**src/rtl/fpu_mds_sched_if.sv**
```systemverilog
// rtl/fpu_mds_sched_if.sv - issue/writeback signal bundle for the div/sqrt scheduler
interface fpu_mds_sched_if;
    logic        start;
    logic        op;
    logic        hold;
    logic [4:0]  id_fs;
    logic [4:0]  id_ft;
    logic [4:0]  id_fd;
    logic        rd_fs;
    logic        rd_ft;
    logic        id_wf;
    logic        e3w;
    logic        u_start;
    logic        u_op;
    logic        busy;
    logic        stall_mds;
    logic        wb_en;
    logic [4:0]  wb_rn;
    logic [15:0] stall_cnt;

    // Pipeline side: drives the ID-stage view, observes scheduler outputs
    modport master (
        output start, op, hold, id_fs, id_ft, id_fd, rd_fs, rd_ft, id_wf, e3w,
        input  u_start, u_op, busy, stall_mds, wb_en, wb_rn, stall_cnt
    );

    // Scheduler side
    modport slave (
        input  start, op, hold, id_fs, id_ft, id_fd, rd_fs, rd_ft, id_wf, e3w,
        output u_start, u_op, busy, stall_mds, wb_en, wb_rn, stall_cnt
    );
endinterface

```
**src/rtl/fpu_mds_sched.sv**
```systemverilog
// rtl/fpu_mds_sched.sv - issue/hazard/writeback scheduler for iterative fdiv/fsqrt
module fpu_mds_sched #(
    parameter int DIV_LAT  = 8,
    parameter int SQRT_LAT = 6
) (
    input  logic           clock,
    input  logic           reset,
    fpu_mds_sched_if.slave bus
);
    typedef enum logic [1:0] {
        IDLE = 2'd0,
        BUSY = 2'd1,
        WB   = 2'd2
    } state_t;

    localparam logic [4:0] DIV_CNT  = 5'(DIV_LAT - 1);
    localparam logic [4:0] SQRT_CNT = 5'(SQRT_LAT - 1);

    state_t      state_q, state_d;
    logic [4:0]  cnt_q, cnt_d;
    logic [4:0]  pdest_q, pdest_d;
    logic        u_op_q, u_op_d;
    logic [15:0] stall_cnt_q, stall_cnt_d;

    logic        accept;
    logic        busy;
    logic        wb_en;
    logic        hazard;
    logic        stall_mds;

    // Next-state, launch, writeback and hazard logic; reset masks all pulses
    always_comb begin
        state_d     = state_q;
        cnt_d       = cnt_q;
        pdest_d     = pdest_q;
        u_op_d      = u_op_q;
        stall_cnt_d = stall_cnt_q;

        busy   = (state_q != IDLE);
        accept = bus.start & ~bus.hold & (state_q == IDLE) & ~reset;
        wb_en  = (state_q == WB) & ~bus.e3w & ~reset;
        hazard = bus.start
               | (bus.rd_fs & (bus.id_fs == pdest_q))
               | (bus.rd_ft & (bus.id_ft == pdest_q))
               | (bus.id_wf & (bus.id_fd == pdest_q));
        // Stall stays up through the writeback cycle: no same-cycle bypass exists
        stall_mds = busy & hazard & ~reset;

        unique case (state_q)
            IDLE: begin
                if (accept) begin
                    state_d = BUSY;
                    pdest_d = bus.id_fd;
                    u_op_d  = bus.op;
                    cnt_d   = bus.op ? SQRT_CNT : DIV_CNT;
                end
            end
            BUSY: begin
                if (cnt_q == 5'd0) begin
                    state_d = WB;
                end else begin
                    cnt_d = cnt_q - 5'd1;
                end
            end
            WB: begin
                // Pipelined FPU owns the write port when e3w is set; wait it out
                if (wb_en) begin
                    state_d = IDLE;
                end
            end
            default: state_d = IDLE;
        endcase

        if (stall_mds && (stall_cnt_q != 16'hFFFF)) begin
            stall_cnt_d = stall_cnt_q + 16'd1;
        end
    end

    // State register with synchronous reset that abandons any pending op
    always_ff @(posedge clock) begin
        if (reset) begin
            state_q     <= IDLE;
            cnt_q       <= 5'd0;
            pdest_q     <= 5'd0;
            u_op_q      <= 1'b0;
            stall_cnt_q <= 16'd0;
        end else begin
            state_q     <= state_d;
            cnt_q       <= cnt_d;
            pdest_q     <= pdest_d;
            u_op_q      <= u_op_d;
            stall_cnt_q <= stall_cnt_d;
        end
    end

    assign bus.u_start   = accept;
    assign bus.u_op      = u_op_q;
    assign bus.busy      = busy;
    assign bus.stall_mds = stall_mds;
    assign bus.wb_en     = wb_en;
    assign bus.wb_rn     = pdest_q;
    assign bus.stall_cnt = stall_cnt_q;
endmodule

```
**src/flat_wrapper.sv**
```systemverilog
// flat-port wrapper written by rule: the top's interface ports become plain ports
module fpu_mds_sched_flat 
#(
    parameter int DIV_LAT  = 8,
    parameter int SQRT_LAT = 6
)
  (clock, reset, bus_start, bus_op, bus_hold, bus_id_fs, bus_id_ft, bus_id_fd, bus_rd_fs, bus_rd_ft, bus_id_wf, bus_e3w, bus_u_start, bus_u_op, bus_busy, bus_stall_mds, bus_wb_en, bus_wb_rn, bus_stall_cnt);
  fpu_mds_sched_if bus_i ();
  input  logic clock;
  input  logic reset;
  input wire logic [$bits(bus_i.start)-1:0] bus_start;
  input wire logic [$bits(bus_i.op)-1:0] bus_op;
  input wire logic [$bits(bus_i.hold)-1:0] bus_hold;
  input wire logic [$bits(bus_i.id_fs)-1:0] bus_id_fs;
  input wire logic [$bits(bus_i.id_ft)-1:0] bus_id_ft;
  input wire logic [$bits(bus_i.id_fd)-1:0] bus_id_fd;
  input wire logic [$bits(bus_i.rd_fs)-1:0] bus_rd_fs;
  input wire logic [$bits(bus_i.rd_ft)-1:0] bus_rd_ft;
  input wire logic [$bits(bus_i.id_wf)-1:0] bus_id_wf;
  input wire logic [$bits(bus_i.e3w)-1:0] bus_e3w;
  output wire logic [$bits(bus_i.u_start)-1:0] bus_u_start;
  output wire logic [$bits(bus_i.u_op)-1:0] bus_u_op;
  output wire logic [$bits(bus_i.busy)-1:0] bus_busy;
  output wire logic [$bits(bus_i.stall_mds)-1:0] bus_stall_mds;
  output wire logic [$bits(bus_i.wb_en)-1:0] bus_wb_en;
  output wire logic [$bits(bus_i.wb_rn)-1:0] bus_wb_rn;
  output wire logic [$bits(bus_i.stall_cnt)-1:0] bus_stall_cnt;
  assign bus_i.start = bus_start;
  assign bus_i.op = bus_op;
  assign bus_i.hold = bus_hold;
  assign bus_i.id_fs = bus_id_fs;
  assign bus_i.id_ft = bus_id_ft;
  assign bus_i.id_fd = bus_id_fd;
  assign bus_i.rd_fs = bus_rd_fs;
  assign bus_i.rd_ft = bus_rd_ft;
  assign bus_i.id_wf = bus_id_wf;
  assign bus_i.e3w = bus_e3w;
  assign bus_u_start = bus_i.u_start;
  assign bus_u_op = bus_i.u_op;
  assign bus_busy = bus_i.busy;
  assign bus_stall_mds = bus_i.stall_mds;
  assign bus_wb_en = bus_i.wb_en;
  assign bus_wb_rn = bus_i.wb_rn;
  assign bus_stall_cnt = bus_i.stall_cnt;
  fpu_mds_sched #(.DIV_LAT(DIV_LAT), .SQRT_LAT(SQRT_LAT)) u_core (.clock(clock), .reset(reset), .bus(bus_i));
endmodule
```
**config.mk**
```make
export PLATFORM = sky130hd
export DESIGN_NAME = fpu_mds_sched_flat
export DESIGN_NICKNAME = d
export VERILOG_FILES = /design/src/rtl/fpu_mds_sched_if.sv /design/src/rtl/fpu_mds_sched.sv /design/src/flat_wrapper.sv
export SDC_FILE = /design/constraint.sdc
export NUM_CORES = 1
export LEC_CHECK = 0
export BUFFER_PORTS_ARGS = -buffer_cell sky130_fd_sc_hd__buf_4
export CORE_MARGIN = 2
export CORE_UTILIZATION = 45
export CTS_CLUSTER_SIZE = 10
export DETAILED_ROUTE_END_ITERATION = 16
export GPL_TIMING_DRIVEN = 0
export PLACE_DENSITY = 0.73
export REMOVE_ABC_BUFFERS = 1
export SETUP_SLACK_MARGIN = 0.3
export SLEW_MARGIN = 20
export SYNTH_ARGS = -nofsm -noshare
export SYNTH_HDL_FRONTEND = slang
export SYNTH_SLANG_ARGS = --single-unit
```
**constraint.sdc**
```tcl
create_clock -name clock -period 3.09 [get_ports clock]
set_input_delay 0.618 -clock clock [delete_from_list [all_inputs] [get_ports clock]]
set_output_delay 0.618 -clock clock [all_outputs]
set_load 0.02 [all_outputs]
```
After elaboration in Yosys (flattened, before gate mapping)
Index checks and enable logic that the tools add are counted.
Widths: inputs -> output; s select.
{"block": "totals", "out_inout_bits": 26, "in_bits": 24, "register_bits": 29, "wordCells": 49}
{"block": "classes", "reduce_logical": 8, "bitwise_logic": 16, "n_addsub": 2, "muxes": 8, "eq_ne": 10}
{"op": "$add 16x1->16 const B", "n": 1}
{"op": "$ne 16x16->1 const B", "n": 1}
{"op": "$eq 5x5->1", "n": 3}
{"op": "$and 1x1->1", "n": 10}
{"op": "$mux 5", "n": 2}
{"op": "$pmux 5 s2", "n": 1}
{"op": "$mux 2", "n": 4}
{"op": "$ne 2x2->1 const B", "n": 3}
{"op": "$pmux 2 s3", "n": 1}
{"op": "$reduce_and 3->1", "n": 2}
{"op": "$logic_not 5->1", "n": 1}
{"op": "$sub 5x1->5 const B", "n": 1}
{"op": "$reduce_bool 2->1", "n": 2}
{"op": "$not 1->1", "n": 3}
{"op": "$or 1x1->1", "n": 3}
{"op": "$eq 2x1->1 const B", "n": 1}
{"op": "$eq 2x2->1 const B", "n": 1}
{"op": "$logic_not 2->1", "n": 1}
{"op": "$ne 2x1->1 const B", "n": 1}
{"op": "$reduce_and 2->1", "n": 1}
{"op": "$logic_and 1x1->1", "n": 1}

Logic depth before layout (Yosys ltp)
{"block": "depth", "depth_word": 8, "depth_mapped": 8, "mapped_depth_nobuf": 8}

Least setup slack after synthesis
OpenSTA, ideal clock, no wires.
{"block": "synth_timing", "kind": "input to output", "startpoint": "in bus_id_ft[0]", "endpoint": "out bus_stall_mds", "slack_ns": 0.679, "cell_stages": 5, "arrival_ns": 1.793, "t_required_ns": 2.472, "path_buffers": 1, "path_cell_list": "xor2_1 > nor4_2 > a311oi_4 > buf_4 > nor2_1"}
{"block": "synth_via", "elab_chain_len": 6}
{"item": "from (decl)", "line_no": "flat_wrapper.sv:15", "source": "input wire logic [$bits(bus_i.id_ft)-1:0] bus_id_ft;"}
{"item": "$eq 5x5->1", "line_no": "fpu_mds_sched.sv:44", "source": "| (bus.rd_ft & (bus.id_ft == pdest_q))"}
{"item": "$and 1x1->1", "line_no": "fpu_mds_sched.sv:44"}
{"item": "$or 1x1->1", "line_no": "fpu_mds_sched.sv:44"}
{"item": "$or 1x1->1", "line_no": "fpu_mds_sched.sv:45", "source": "| (bus.id_wf & (bus.id_fd == pdest_q));"}
{"item": "$and 1x1->1 (2 in a row)", "line_no": "fpu_mds_sched.sv:47", "source": "stall_mds = busy & hazard & ~reset;"}
{"item": "to (decl)", "line_no": "flat_wrapper.sv:24", "source": "output wire logic [$bits(bus_i.stall_mds)-1:0] bus_stall_mds;"}
No other way between the ends.

Final worst setup path
Ends and elaborated chain as after synthesis.

==> metrics.cfg <==
[clock_network]
clk_latency_ps = 280
numCtsBuffers = 5
cts.sinks = 29
clk_pin_slew_worst_paths_ps = 60
tritoncts = yes
cts_buffer_depth = 2
h-tree-depth = 2
cts-root-buf = clkbuf_8

[logic_synthesis]
syn_area_per_cell_sq_um = 8.77
synth.area.mux_share_pct = 2.72
yosys.area_share.simple_pct = 31.0
synth_edf_count = 0
postSynthCellCount = 189
yosysSeqAreaShare_pct = 35.0
yosys.area_share.xor_xnor_pct = 9.52
ys_warn_count = 0
synthDistinctLibCells = 44
synth_top_family_by_area = simple AND/OR/NAND/NOR gates
ys_ff_latch = 29
ys_async_sr_fraction_pct = 0
synthAdderAreaFrac_pct = 2.27
synth_compound_area_share_pct = 15.3
netlist_area_sq_mm = 0.00166
synth_flop_cell = dfxtp_1

[layout]
drive_gt1_share_pct = 32.0
num_antenna_cells = 0
flow.area_growth_from_synthesis_pct = 33.2
final_nets = 274
layout_commonest_cell = buf_4
stdcell_count = 295
final_cell_mix = buf_4 (57), dfxtp_1 (29), nand2_1 (22)

[timing]
grt_setup_unrepaired = false
setup_tns_ps = 0
max_freq_mhz = 395
worst_slew_pin_slew_ps = 931
setup_violations = 0
skew_ps = 2.29
slew_violations = 0
post-route-period-util_pct = 81.9
slew_headroom_pct = 37.9
holdWs_ps = 489
min_period_ps = 2530
hold_viol = 0

[worst_hold_path]
hold_start = u_core.bus.u_op
hold_path_class = reg -> reg
min_path_cells = 2
hold_end = u_core.bus.u_op

[detailed_routing]
routed_wl_microns = 4030
ant_nets = 0
wl_per_cell_microns = 13.7
drc = 0
drt_pass1_iterations = 4
vias = 1624
avgViaCountPerCell = 5.51
first_iter_violations = 93

[grt]
top_usage_layer = met2
track_usage_pct = 20.7
grt_pass1_vias = 1481
gr-usage-met2_pct = 34.5
grt_util_met3_pct = 5.73
grt_pass1_wl_microns = 6690
grt_max_degree = 23
antenna_found_initial = 0
met1_usage_pct = 25.6
grt_overflow = 0

[power]
swShare_pct = 26.2
p_int_uw = 625
leakage_uw = 0.000867
p_comb_share_pct = 16.0
p_per_area_mw_per_mm2 = 384
p_seq_share_pct = 47.2
ir_drop_uv = 326
pwr-share-clk_pct = 36.8
total_power_uw = 848
power_switching_uw = 222

[critical_path]
reg2regPathDepth = 7
critPathTopFamily = simple AND/OR/NAND/NOR gates
cp_num_buf_inv = 2
arrival_ps = 1910
slowest_stage = nor4_2
cp-end-kind = output port
path_cells = buf_4, xor2_1, nor4_2, a311oi_4, nor2_1, buf_4
reg2reg_to = u_core.bus.stall_cnt[10]
regToRegStartpoint = u_core.bus.stall_cnt[0]
crit_top_cell = buf_4
cpPeakStageDelay_ps = 530
critical_path.max_fanout = 2
critical_path_required_ps = 2470
reg2reg_setup_slack_ps = 600
start_kind = input port
crit_type = in -> out

[flow_run]
max_cap_violations = 0

[die]
rows = 22
start_util_pct = 45.9
num_io_pins = 50
die_x_microns = 64.7
coreArea_sq_mm = 0.00361
die_area_sq_mm = 0.00418
die_h_microns = 64.7

[placed_design]
hpwlAfterDp_microns = 2560
dp_cells = 279
place.gp.congestion = 0.795
port_buffers = 49

[status]
outcome = completed

==> power by group through the flow <==
stage / clock, uW / sequential, uW / combinational (uW)
2_1_floorplan: 0 / 412 / 63.7
3_3_place_gp: 0 / 408 / 121
3_5_place_dp: 0 / 408 / 123
4_1_cts: 325 / 400 / 131
5_1_grt: 335 / 402 / 149
6_report: 312 / 400 / 136
==> worst max path at each step <==
stage | start | endpoint | depth (start not counted)
after floorplan | bus_id_fs[4] | bus_stall_mds | 5
after global placement | bus_id_fs[1] | bus_stall_mds | 7
after detailed placement | bus_id_fs[1] | bus_stall_mds | 7
after CTS | u_core.state_q[0] | bus_u_start | 4
after global routing | u_core.bus.stall_cnt[0] | u_core.bus.stall_cnt[10] | 7
final | bus_id_ft[0] | bus_stall_mds | 6
==> worst register-to-register path: stages (launching register included) <==
cell	delay, ps
dfxtp_1	420
ha_1	210
nand2_1	80
nor4_1	480
nor2b_1	640
or4_1	230
nor2_2	40
mux2_4	290
==> state kept, by name (all words and copies together) (netlist names) <==
register              cells
u_core.bus.stall_cnt     16
u_core.bus.u_op           1
u_core.bus.wb_rn          5
u_core.state_q            2
u_core.cnt_q              5
==> cells in the mapped netlist (2+ instances only) <==
cell type | number | area (sq um)
or4_1 | 7 | 52.6
a211oi_1 | 2 | 15.0
nand3_1 | 5 | 25.0
o311ai_0 | 2 | 17.5
xnor2_1 | 5 | 43.8
xor2_1 | 13 | 114
nor4_2 | 2 | 25.0
mux2i_1 | 3 | 30.0
dfxtp_1 | 29 | 581
o31ai_1 | 3 | 22.5
or3_1 | 6 | 37.5
nand4_1 | 5 | 31.3
nor2b_1 | 4 | 25.0
nor2_1 | 7 | 26.3
nor2_2 | 2 | 12.5
and3_1 | 4 | 25.0
nor3_1 | 6 | 30.0
nor4b_1 | 2 | 17.5
o21ai_0 | 11 | 55.1
nand2_1 | 22 | 82.6
ha_1 | 3 | 37.5
a21oi_1 | 11 | 55.1
inv_1 | 7 | 26.3
nor4_1 | 4 | 25.0
clkbuf_1 | 4 | 15.0
o41ai_1 | 2 | 17.5
==> layout make-up <==
class | instances | area, sq um
fillers | 339 | 1400
multi-input cells | 146 | 1020
repair buffers | 57 | 428
clock buffers | 7 | 86.3
well taps | 48 | 60.1
flip-flops and latches | 29 | 581
inverters | 8 | 30.0
==> kinds of logic after synthesis <==
kind of cell / Yosys count
buffers and inverters: 15
multiplexers: 4
adder cells (fa/ha/maj): 3
flip-flops: 29
AND/OR/NAND/NOR: 84
AO/OA/AOI/OAI: 36
XOR/XNOR: 18
==> metal layers <==
| layer | part of all wire, % | vias to the layer above |
|---|---|---|
| met5 | 0 | - |
| met4 | 1.4 | 0 |
| met3 | 6.1 | 5 |
| met2 | 46 | 52 |
| met1 | 46 | 751 |
| li1 | - | 816 |
==> per-stage QoR <==
stage	utilization, %	setup slack, ps	area, sq um
2_1_floorplan	-	459	1620
3_5_place_dp	56.7	68.8	2050
6_report	61.2	560	2210
3_3_place_gp	56.7	52.7	2050
5_1_grt	61.2	378	2210
4_1_cts	59.8	431	2150
==> repair_timing <==
item                                    4_1_cts  5_1_grt
gates resized for setup                       0        0
endpoints found under the setup margin        1        1
buffers inserted                              1        7
cloned                                        1        0
hold buffers                                  0        0
pin swaps                                     1        1
hold endpoints to repair                      0        0
(Power assumes the default switching activity.)
